**config.mk**
```make
export PLATFORM = sky130hd
export DESIGN_NAME = ulpi_phy_responder
export DESIGN_NICKNAME = d
export VERILOG_FILES = /design/src/rtl/ulpi_phy_responder.sv
export SDC_FILE = /design/constraint.sdc
export NUM_CORES = 1
export LEC_CHECK = 0
export CAP_MARGIN = 10
export CELL_PAD_IN_SITES_DETAIL_PLACEMENT = 0
export CELL_PAD_IN_SITES_GLOBAL_PLACEMENT = 1
export CORE_ASPECT_RATIO = 1.5
export CORE_MARGIN = 5
export CORE_UTILIZATION = 48
export CTS_CLUSTER_DIAMETER = 120
export DETAILED_ROUTE_END_ITERATION = 6
export DONT_BUFFER_PORTS = 1
export PLACE_DENSITY = 0.84
export RECOVER_POWER = 100
export REMOVE_ABC_BUFFERS = 1
export SLEW_MARGIN = 10
export SYNTH_ARGS = -nofsm -noshare
export SYNTH_HDL_FRONTEND = slang
export SYNTH_SLANG_ARGS = --single-unit
export TNS_END_PERCENT = 1
```
**constraint.sdc**
```tcl
create_clock -name clock -period 2.35 [get_ports clock]
set_clock_uncertainty 0.15 [all_clocks]
set_input_delay 0.1175 -clock clock [delete_from_list [all_inputs] [get_ports clock]]
set_output_delay 0.1175 -clock clock [all_outputs]
set_load 0.01 [all_outputs]
```
**src/rtl/ulpi_phy_responder.sv**
```systemverilog
`default_nettype none
`timescale 1ns/1ps
// ============================================================================
// Module   : ulpi_phy_responder
// Brief    : Behavioural ULPI PHY responder. Accepts link TX CMDs (transmit,
//            register write, register read), forwards transmit packets on an
//            AXI-Stream master, and turns AXI-Stream slave packets and line
//            state changes into PHY-driven receive sequences.
// Revision : 1.0 - initial release
// ============================================================================
module ulpi_phy_responder #(
    parameter logic [15:0] VENDOR_ID  = 16'h0424,
    parameter logic [15:0] PRODUCT_ID = 16'h0009
) (
    input  logic       clock,
    input  logic       areset_n,
    output logic       ulpi_dir_o,
    output logic       ulpi_nxt_o,
    input  logic       ulpi_stp_i,
    input  logic [7:0] ulpi_data_i,
    output logic [7:0] ulpi_data_o,
    input  logic [1:0] linestate_i,
    input  logic       s_axis_tvalid_i,
    output logic       s_axis_tready_o,
    input  logic       s_axis_tlast_i,
    input  logic [7:0] s_axis_tdata_i,
    output logic       m_axis_tvalid_o,
    input  logic       m_axis_tready_i,
    output logic       m_axis_tlast_o,
    output logic [7:0] m_axis_tdata_o,
    output logic [7:0] func_ctrl_o,
    output logic [7:0] otg_ctrl_o,
    output logic       phy_reset_o
);

    typedef enum logic [3:0] {
        IDLE     = 4'd0,
        TX_ACK   = 4'd1,
        TX_DATA  = 4'd2,
        WR_DATA  = 4'd3,
        WR_STP   = 4'd4,
        RD_TURN  = 4'd5,
        RD_DATA  = 4'd6,
        RD_TURN2 = 4'd7,
        RX_TURN  = 4'd8,
        RX_CMD   = 4'd9,
        RX_DATA  = 4'd10,
        RX_END   = 4'd11,
        RX_TURN2 = 4'd12
    } state_t;

    state_t     r_state;
    state_t     w_state_nxt;

    logic [5:0] r_addr;       // register address from the last TX CMD
    logic [7:0] r_wdata;      // register write data
    logic       r_acc;        // second cycle of WR_DATA / RD_TURN
    logic       r_rx_pkt;     // receive sequence carries a packet
    logic [1:0] r_ls_rep;     // last linestate reported to the link
    logic [7:0] r_buf;        // one-byte transmit holding buffer
    logic       r_buf_vld;
    logic       r_stp_seen;   // stp arrived while m_axis was still busy
    logic       r_m_vld;
    logic [7:0] r_m_data;
    logic       r_m_last;
    logic [7:0] r_func_ctrl;
    logic [7:0] r_otg_ctrl;
    logic       r_phy_reset;

    logic       w_take_cmd;
    logic       w_consume;
    logic       w_load;
    logic       w_load_last;
    logic       w_commit;
    logic       w_m_free;
    logic [7:0] w_rd_data;
    logic [7:0] w_rxcmd_act;
    logic [7:0] w_rxcmd_idle;

    assign w_m_free     = !r_m_vld || m_axis_tready_i;
    assign w_rxcmd_act  = {2'b00, 2'b01, 2'b11, linestate_i};
    assign w_rxcmd_idle = {2'b00, 2'b00, 2'b11, linestate_i};

    assign m_axis_tvalid_o = r_m_vld;
    assign m_axis_tdata_o  = r_m_data;
    assign m_axis_tlast_o  = r_m_last;
    assign func_ctrl_o     = r_func_ctrl;
    assign otg_ctrl_o      = r_otg_ctrl;
    assign phy_reset_o     = r_phy_reset;

    // Register read-back mux; set/clear aliases read the underlying register.
    always_comb begin
        w_rd_data = 8'h00;
        case (r_addr)
            6'h00:               w_rd_data = VENDOR_ID[7:0];
            6'h01:               w_rd_data = VENDOR_ID[15:8];
            6'h02:               w_rd_data = PRODUCT_ID[7:0];
            6'h03:               w_rd_data = PRODUCT_ID[15:8];
            6'h04, 6'h05, 6'h06: w_rd_data = r_func_ctrl;
            6'h0A, 6'h0B, 6'h0C: w_rd_data = r_otg_ctrl;
            default:             w_rd_data = 8'h00;
        endcase
    end

    // FSM state register.
    always_ff @(posedge clock or negedge areset_n) begin
        if (!areset_n) r_state <= IDLE;
        else           r_state <= w_state_nxt;
    end

    // FSM next state, bus outputs and datapath strobes.
    always_comb begin
        w_state_nxt     = r_state;
        ulpi_dir_o      = 1'b0;
        ulpi_nxt_o      = 1'b0;
        ulpi_data_o     = 8'h00;
        s_axis_tready_o = 1'b0;
        w_take_cmd      = 1'b0;
        w_consume       = 1'b0;
        w_load          = 1'b0;
        w_load_last     = 1'b0;
        w_commit        = 1'b0;
        case (r_state)
            IDLE: begin
                // PHY events win; a losing TX CMD stays on the bus untouched.
                if (s_axis_tvalid_i || (linestate_i != r_ls_rep)) begin
                    w_state_nxt = RX_TURN;
                end else if (ulpi_data_i[7:6] != 2'b00) begin
                    w_take_cmd = 1'b1;
                    case (ulpi_data_i[7:6])
                        2'b01:   w_state_nxt = TX_ACK;
                        2'b10:   w_state_nxt = WR_DATA;
                        default: w_state_nxt = RD_TURN;
                    endcase
                end
            end
            TX_ACK: begin
                ulpi_nxt_o  = 1'b1;
                w_consume   = 1'b1;
                w_state_nxt = TX_DATA;
            end
            TX_DATA: begin
                if (ulpi_stp_i || r_stp_seen) begin
                    // Flush the buffered byte as the packet's last beat.
                    if (w_m_free) begin
                        w_load      = 1'b1;
                        w_load_last = 1'b1;
                        w_state_nxt = IDLE;
                    end
                end else begin
                    ulpi_nxt_o = !(r_buf_vld && !m_axis_tready_i);
                    w_consume  = ulpi_nxt_o;
                    w_load     = ulpi_nxt_o && r_buf_vld;
                end
            end
            WR_DATA: begin
                ulpi_nxt_o = 1'b1;
                if (r_acc) w_state_nxt = WR_STP;
            end
            WR_STP: begin
                if (ulpi_stp_i) begin
                    w_commit    = 1'b1;
                    w_state_nxt = IDLE;
                end
            end
            RD_TURN: begin
                if (!r_acc) begin
                    ulpi_nxt_o = 1'b1;
                end else begin
                    ulpi_dir_o  = 1'b1;
                    w_state_nxt = RD_DATA;
                end
            end
            RD_DATA: begin
                ulpi_dir_o  = 1'b1;
                ulpi_data_o = w_rd_data;
                w_state_nxt = RD_TURN2;
            end
            RD_TURN2: w_state_nxt = IDLE;
            RX_TURN: begin
                ulpi_dir_o  = 1'b1;
                w_state_nxt = r_rx_pkt ? RX_CMD : RX_END;
            end
            RX_CMD: begin
                ulpi_dir_o  = 1'b1;
                ulpi_data_o = w_rxcmd_act;
                w_state_nxt = RX_DATA;
            end
            RX_DATA: begin
                ulpi_dir_o = 1'b1;
                if (s_axis_tvalid_i) begin
                    ulpi_data_o     = s_axis_tdata_i;
                    ulpi_nxt_o      = 1'b1;
                    s_axis_tready_o = 1'b1;
                    if (s_axis_tlast_i) w_state_nxt = RX_END;
                end else begin
                    ulpi_data_o = w_rxcmd_act;
                end
            end
            RX_END: begin
                ulpi_dir_o  = 1'b1;
                ulpi_data_o = w_rxcmd_idle;
                w_state_nxt = RX_TURN2;
            end
            RX_TURN2: w_state_nxt = IDLE;
            default:  w_state_nxt = IDLE;
        endcase
    end

    // Command bookkeeping: address, write data, phase flag, reported linestate.
    always_ff @(posedge clock or negedge areset_n) begin
        if (!areset_n) begin
            r_addr   <= 6'h00;
            r_wdata  <= 8'h00;
            r_acc    <= 1'b0;
            r_rx_pkt <= 1'b0;
            r_ls_rep <= 2'b01;
        end else begin
            if (w_take_cmd) r_addr <= ulpi_data_i[5:0];
            if ((r_state == WR_DATA) && r_acc) r_wdata <= ulpi_data_i;
            r_acc <= ((r_state == WR_DATA) || (r_state == RD_TURN)) && !r_acc;
            if (r_state == IDLE) r_rx_pkt <= s_axis_tvalid_i;
            if (r_state == RX_END) r_ls_rep <= linestate_i;
        end
    end

    // Transmit path: holding buffer feeding the m_axis output stage.
    always_ff @(posedge clock or negedge areset_n) begin
        if (!areset_n) begin
            r_buf      <= 8'h00;
            r_buf_vld  <= 1'b0;
            r_stp_seen <= 1'b0;
            r_m_vld    <= 1'b0;
            r_m_data   <= 8'h00;
            r_m_last   <= 1'b0;
        end else begin
            if (w_consume) begin
                r_buf     <= (r_state == TX_ACK) ? {4'h0, ulpi_data_i[3:0]} : ulpi_data_i;
                r_buf_vld <= 1'b1;
            end
            if (w_load_last) begin
                r_buf_vld  <= 1'b0;
                r_stp_seen <= 1'b0;
            end else if ((r_state == TX_DATA) && ulpi_stp_i) begin
                r_stp_seen <= 1'b1;
            end
            if (w_load) begin
                r_m_vld  <= 1'b1;
                r_m_data <= r_buf;
                r_m_last <= w_load_last;
            end else if (m_axis_tready_i) begin
                r_m_vld <= 1'b0;
            end
        end
    end

    // Control registers: committed writes and the self-clearing reset bit.
    always_ff @(posedge clock or negedge areset_n) begin
        if (!areset_n) begin
            r_func_ctrl <= 8'h41;
            r_otg_ctrl  <= 8'h06;
            r_phy_reset <= 1'b0;
        end else begin
            r_phy_reset <= r_func_ctrl[5];
            if (r_func_ctrl[5]) r_func_ctrl[5] <= 1'b0;
            if (w_commit) begin
                case (r_addr)
                    6'h04:   r_func_ctrl <= r_wdata;
                    6'h05:   r_func_ctrl <= r_func_ctrl | r_wdata;
                    6'h06:   r_func_ctrl <= r_func_ctrl & ~r_wdata;
                    6'h0A:   r_otg_ctrl  <= r_wdata;
                    6'h0B:   r_otg_ctrl  <= r_otg_ctrl | r_wdata;
                    6'h0C:   r_otg_ctrl  <= r_otg_ctrl & ~r_wdata;
                    default: ;
                endcase
            end
        end
    end

endmodule
`default_nettype wire
```
==> metrics.yaml <==
hpwl_um: 5640
cp.depth: 4
crit_type: "flop to primary output"
dr.max_layer_used: "met4"
syn-instance-count: 305
grt_start_max_net_pins: 60
firstDrtPassIters: 4
p_per_area_nw_per_um2: 1250
wl_per_cell_um: 18.5
cts_made_buffers: 9
syn2layout_area_growth_pct: 15.3
regArea_sq_um: 1480
cts_buffer_depth: 2
postCtsSetupBuffers: 0
slew_headroom_pct: 6.19
rsz0062_at_grt: "false"
max_freq_mhz: 439
r2r_slack_ps: 150
io-pin-count: 62
via_count: 2456
fillers: 558
irDropWorstVdd_v: 0.000689
synthArstFlopShare_pct: 100
synth_edf_count: 0
portBuffers: 0
cts_tree: "done"
clock_latency_ps: 320
h-tree-depth: 3
grt.total_usage_pct: 20.7
synth_area_sq_um: 3040
timing.rr.start: "r_state[0]$_DFFE_PN0P_"
hold_viol: 0
clockRootBuffer: "clkbuf_8"
cp_cell_sequence: "or3b_2 -> a21oi_4 -> o2bb2a_1 -> o22ai_2"
setup_violations: 0
synth-seq-cells: 59
critPathTopFamily: "compound AO/OA/AOI/OAI gates"
slowest_stage: "or3b_2"
worstMarginPinSlew_ps: 1410
setup_tns_ps: 0
grt_pass1_vias: 2416
core_sq_um: 6170
critical_path_peak_fanout: 9
drc: 0
antenna_found_initial: 0
worst-path-buf-inv: 0
slowest_delay_ps: 540
fin_nets: 363
p_clk_share_pct: 18.3
antenna_cells: 0
gp_congestion: 0.858
avgSynthCellArea_sq_um: 9.96
worstSetupStartpoint: "r_addr[5]$_DFFE_PN0P_"
period_share_pct: 96.9
synth_warnings: 0
power.share.sequential_pct: 42.7
critical_path.startpoint_type: "flop"
viasPerCell: 5.90
cp_data_required_time_ps: 2080
start_util_pct: 49.2
core.rowCount: 35
period_needed_ps: 2280
multi_input_area_sq_um: 1470
drive_above_1_share_pct: 20.2
r2r-end: "m_axis_tdata_o[7]$_DFFE_PN0P_"
p_int_mw: 2.57
p_switching_mw: 1.80
drt_iter0_drc: 97
dpl_worst_slack_ps: 275
status: "finished clean"
hp-class: "primary input to flop"
drv_cap: 0
dieWidth_um: 75.0
wl_met3_um: 338
r2r_cells: 5
synth_cell_types: 51
ant_nets: 0
die-area_sq_um: 8060
crit_arrival_ps: 2010
crit_path_end_kind: "primary output"
swShare_pct: 41.1
met1_length_um: 3030
routed_wl_um: 7700
grt_overflow_total: 0
crit_end: "ulpi_data_o[2]"
seq_area_frac_synth_pct: 48.8
fin_ws_ps: 72.7
grt_pass1_wl_um: 12700
route.met2.wl_um: 4140
p_leak_nw: 1.52
die_h_um: 107
cts_num_sinks: 59
combPwrFrac_pct: 39.0
drv_slew: 0
clkSlewWorstSetupHoldPaths_ps: 70
synth_flop_cell: "dfrtp_1"
==> power groups by stage <==
stage          Clock [mW]  Sequential (mW)  Combinational, mW
4_1_cts             0.819             1.87               1.74
2_1_floorplan           0             1.80               1.19
3_5_place_dp            0             1.89               1.67
6_report            0.799             1.87               1.70
3_3_place_gp            0             1.88               1.64
5_1_grt             0.870             1.93               1.90
==> cell type report <==
type	count	share of cell area [%]
sequential	59	42.3
multi-input combinational	227	41.9
timing repair buffer	30	6.96
clock buffer	9	3.53
tap	74	2.64
clock inverter	7	1.54
inverter	10	1.07
==> placed cells by master, fill, tap and decap left out, types with 2 or more instances in the layout <==
| master | instances |
|---|---|
| a21o_1 | 3 |
| a21oi_1 | 17 |
| a22o_1 | 7 |
| a22oi_1 | 6 |
| a31oi_1 | 2 |
| a32oi_1 | 2 |
| buf_4 | 11 |
| clkbuf_1 | 3 |
| clkbuf_2 | 2 |
| clkbuf_8 | 9 |
| clkinv_4 | 2 |
| clkinvlp_4 | 3 |
| dfrtp_1 | 54 |
| dfstp_1 | 4 |
| dlygate4sd3_1 | 14 |
| ha_1 | 2 |
| inv_1 | 10 |
| mux2_2 | 24 |
| mux2i_1 | 2 |
| nand2_1 | 33 |
| nand2b_1 | 6 |
| nand3_1 | 3 |
| nand3_2 | 2 |
| nand3b_1 | 4 |
| nor2_1 | 32 |
| nor2b_1 | 5 |
| nor3_1 | 4 |
| o211ai_1 | 2 |
| o21ai_0 | 31 |
| o21ai_1 | 6 |
| o22ai_1 | 3 |
| or2_2 | 3 |
| or3_1 | 2 |
| or3b_1 | 2 |
| xnor2_1 | 3 |
==> registers in the layout, summed over array words and instances, names as in the netlist, 2 cells and up <==
| name | cells |
|---|---|
| r_buf | 8 |
| otg_ctrl_o | 8 |
| m_axis_tdata_o | 8 |
| func_ctrl_o | 8 |
| r_state | 4 |
| r_addr | 6 |
| r_ls_rep | 2 |
| r_wdata | 8 |
==> repair_timing <==
item                                    4_1_cts  5_1_grt
pin swaps                                     0        2
endpoints found under the hold margin        97        0
resized for setup                             3        3
hold buffers                                 15        0
endpoints found under the setup margin        4        4
==> worst min-delay path: stages <==
cell and delay (ps):
o32a_1 130, nor2_1 50, nor2_1 80, a32oi_1 110
==> cell families after synthesis <==
kind of cell | share of synthesized area, %
adder cells (fa/ha/maj) | 0.823
buffers and inverters | 2.68
AND/OR/NAND/NOR | 18.8
XOR/XNOR | 0.865
flip-flops | 48.8
AO/OA/AOI/OAI | 18.1
multiplexers | 9.92
==> synth_stat cells (5+ instances only) <==
cell | number | area share [%]
a21oi_1 | 17 | 2.8
a22o_1 | 7 | 2.0
a22oi_1 | 6 | 1.5
clkbuf_1 | 5 | 0.62
dfrtp_1 | 54 | 44
dfstp_2 | 5 | 4.3
inv_1 | 10 | 1.2
mux2_2 | 24 | 8.9
nand2_1 | 33 | 4.1
nand2b_1 | 6 | 1.2
nor2_1 | 30 | 3.7
nor2b_1 | 5 | 1.0
o21ai_0 | 35 | 5.8
==> how the worst min path moves through the flow <==
stage / startpoint / endpoint / depth (start not counted)
floorplan: areset_n / func_ctrl_o[1]$_DFFE_PN0P_ / 0
finish: s_axis_tlast_i / r_state[1]$_DFFE_PN0P_ / 4
global placement: areset_n / r_ls_rep[1]$_DFFE_PN0N_ / 0
CTS: s_axis_tlast_i / r_state[1]$_DFFE_PN0P_ / 4
detailed placement: areset_n / r_ls_rep[1]$_DFFE_PN0N_ / 0
global route: s_axis_tlast_i / r_state[1]$_DFFE_PN0P_ / 4
==> layer usage <==
layer	GRT usage, %	up-vias
met3	4.30	12
met2	35.7	52
li1	-	1161
met5	0	-
met4	7.89	0
met1	24.5	1231
==> metrics by stage <==
stage / cells / power [mW] / hold slack, ps / instance area [sq um] / utilization [%]
floorplan: 296 / 2.99 / -328 / 3000 / -
global placement: 385 / 3.52 / -326 / 3200 / 51.8
detailed placement: 385 / 3.56 / -325 / 3200 / 51.8
CTS: 416 / 4.43 / 22.3 / 3560 / 57.6
global route: 416 / 4.69 / 96.7 / 3500 / 56.8
finish: 416 / 4.37 / 51.8 / 3500 / 56.8
No activity file was read; power rests on OpenSTA's default activity.
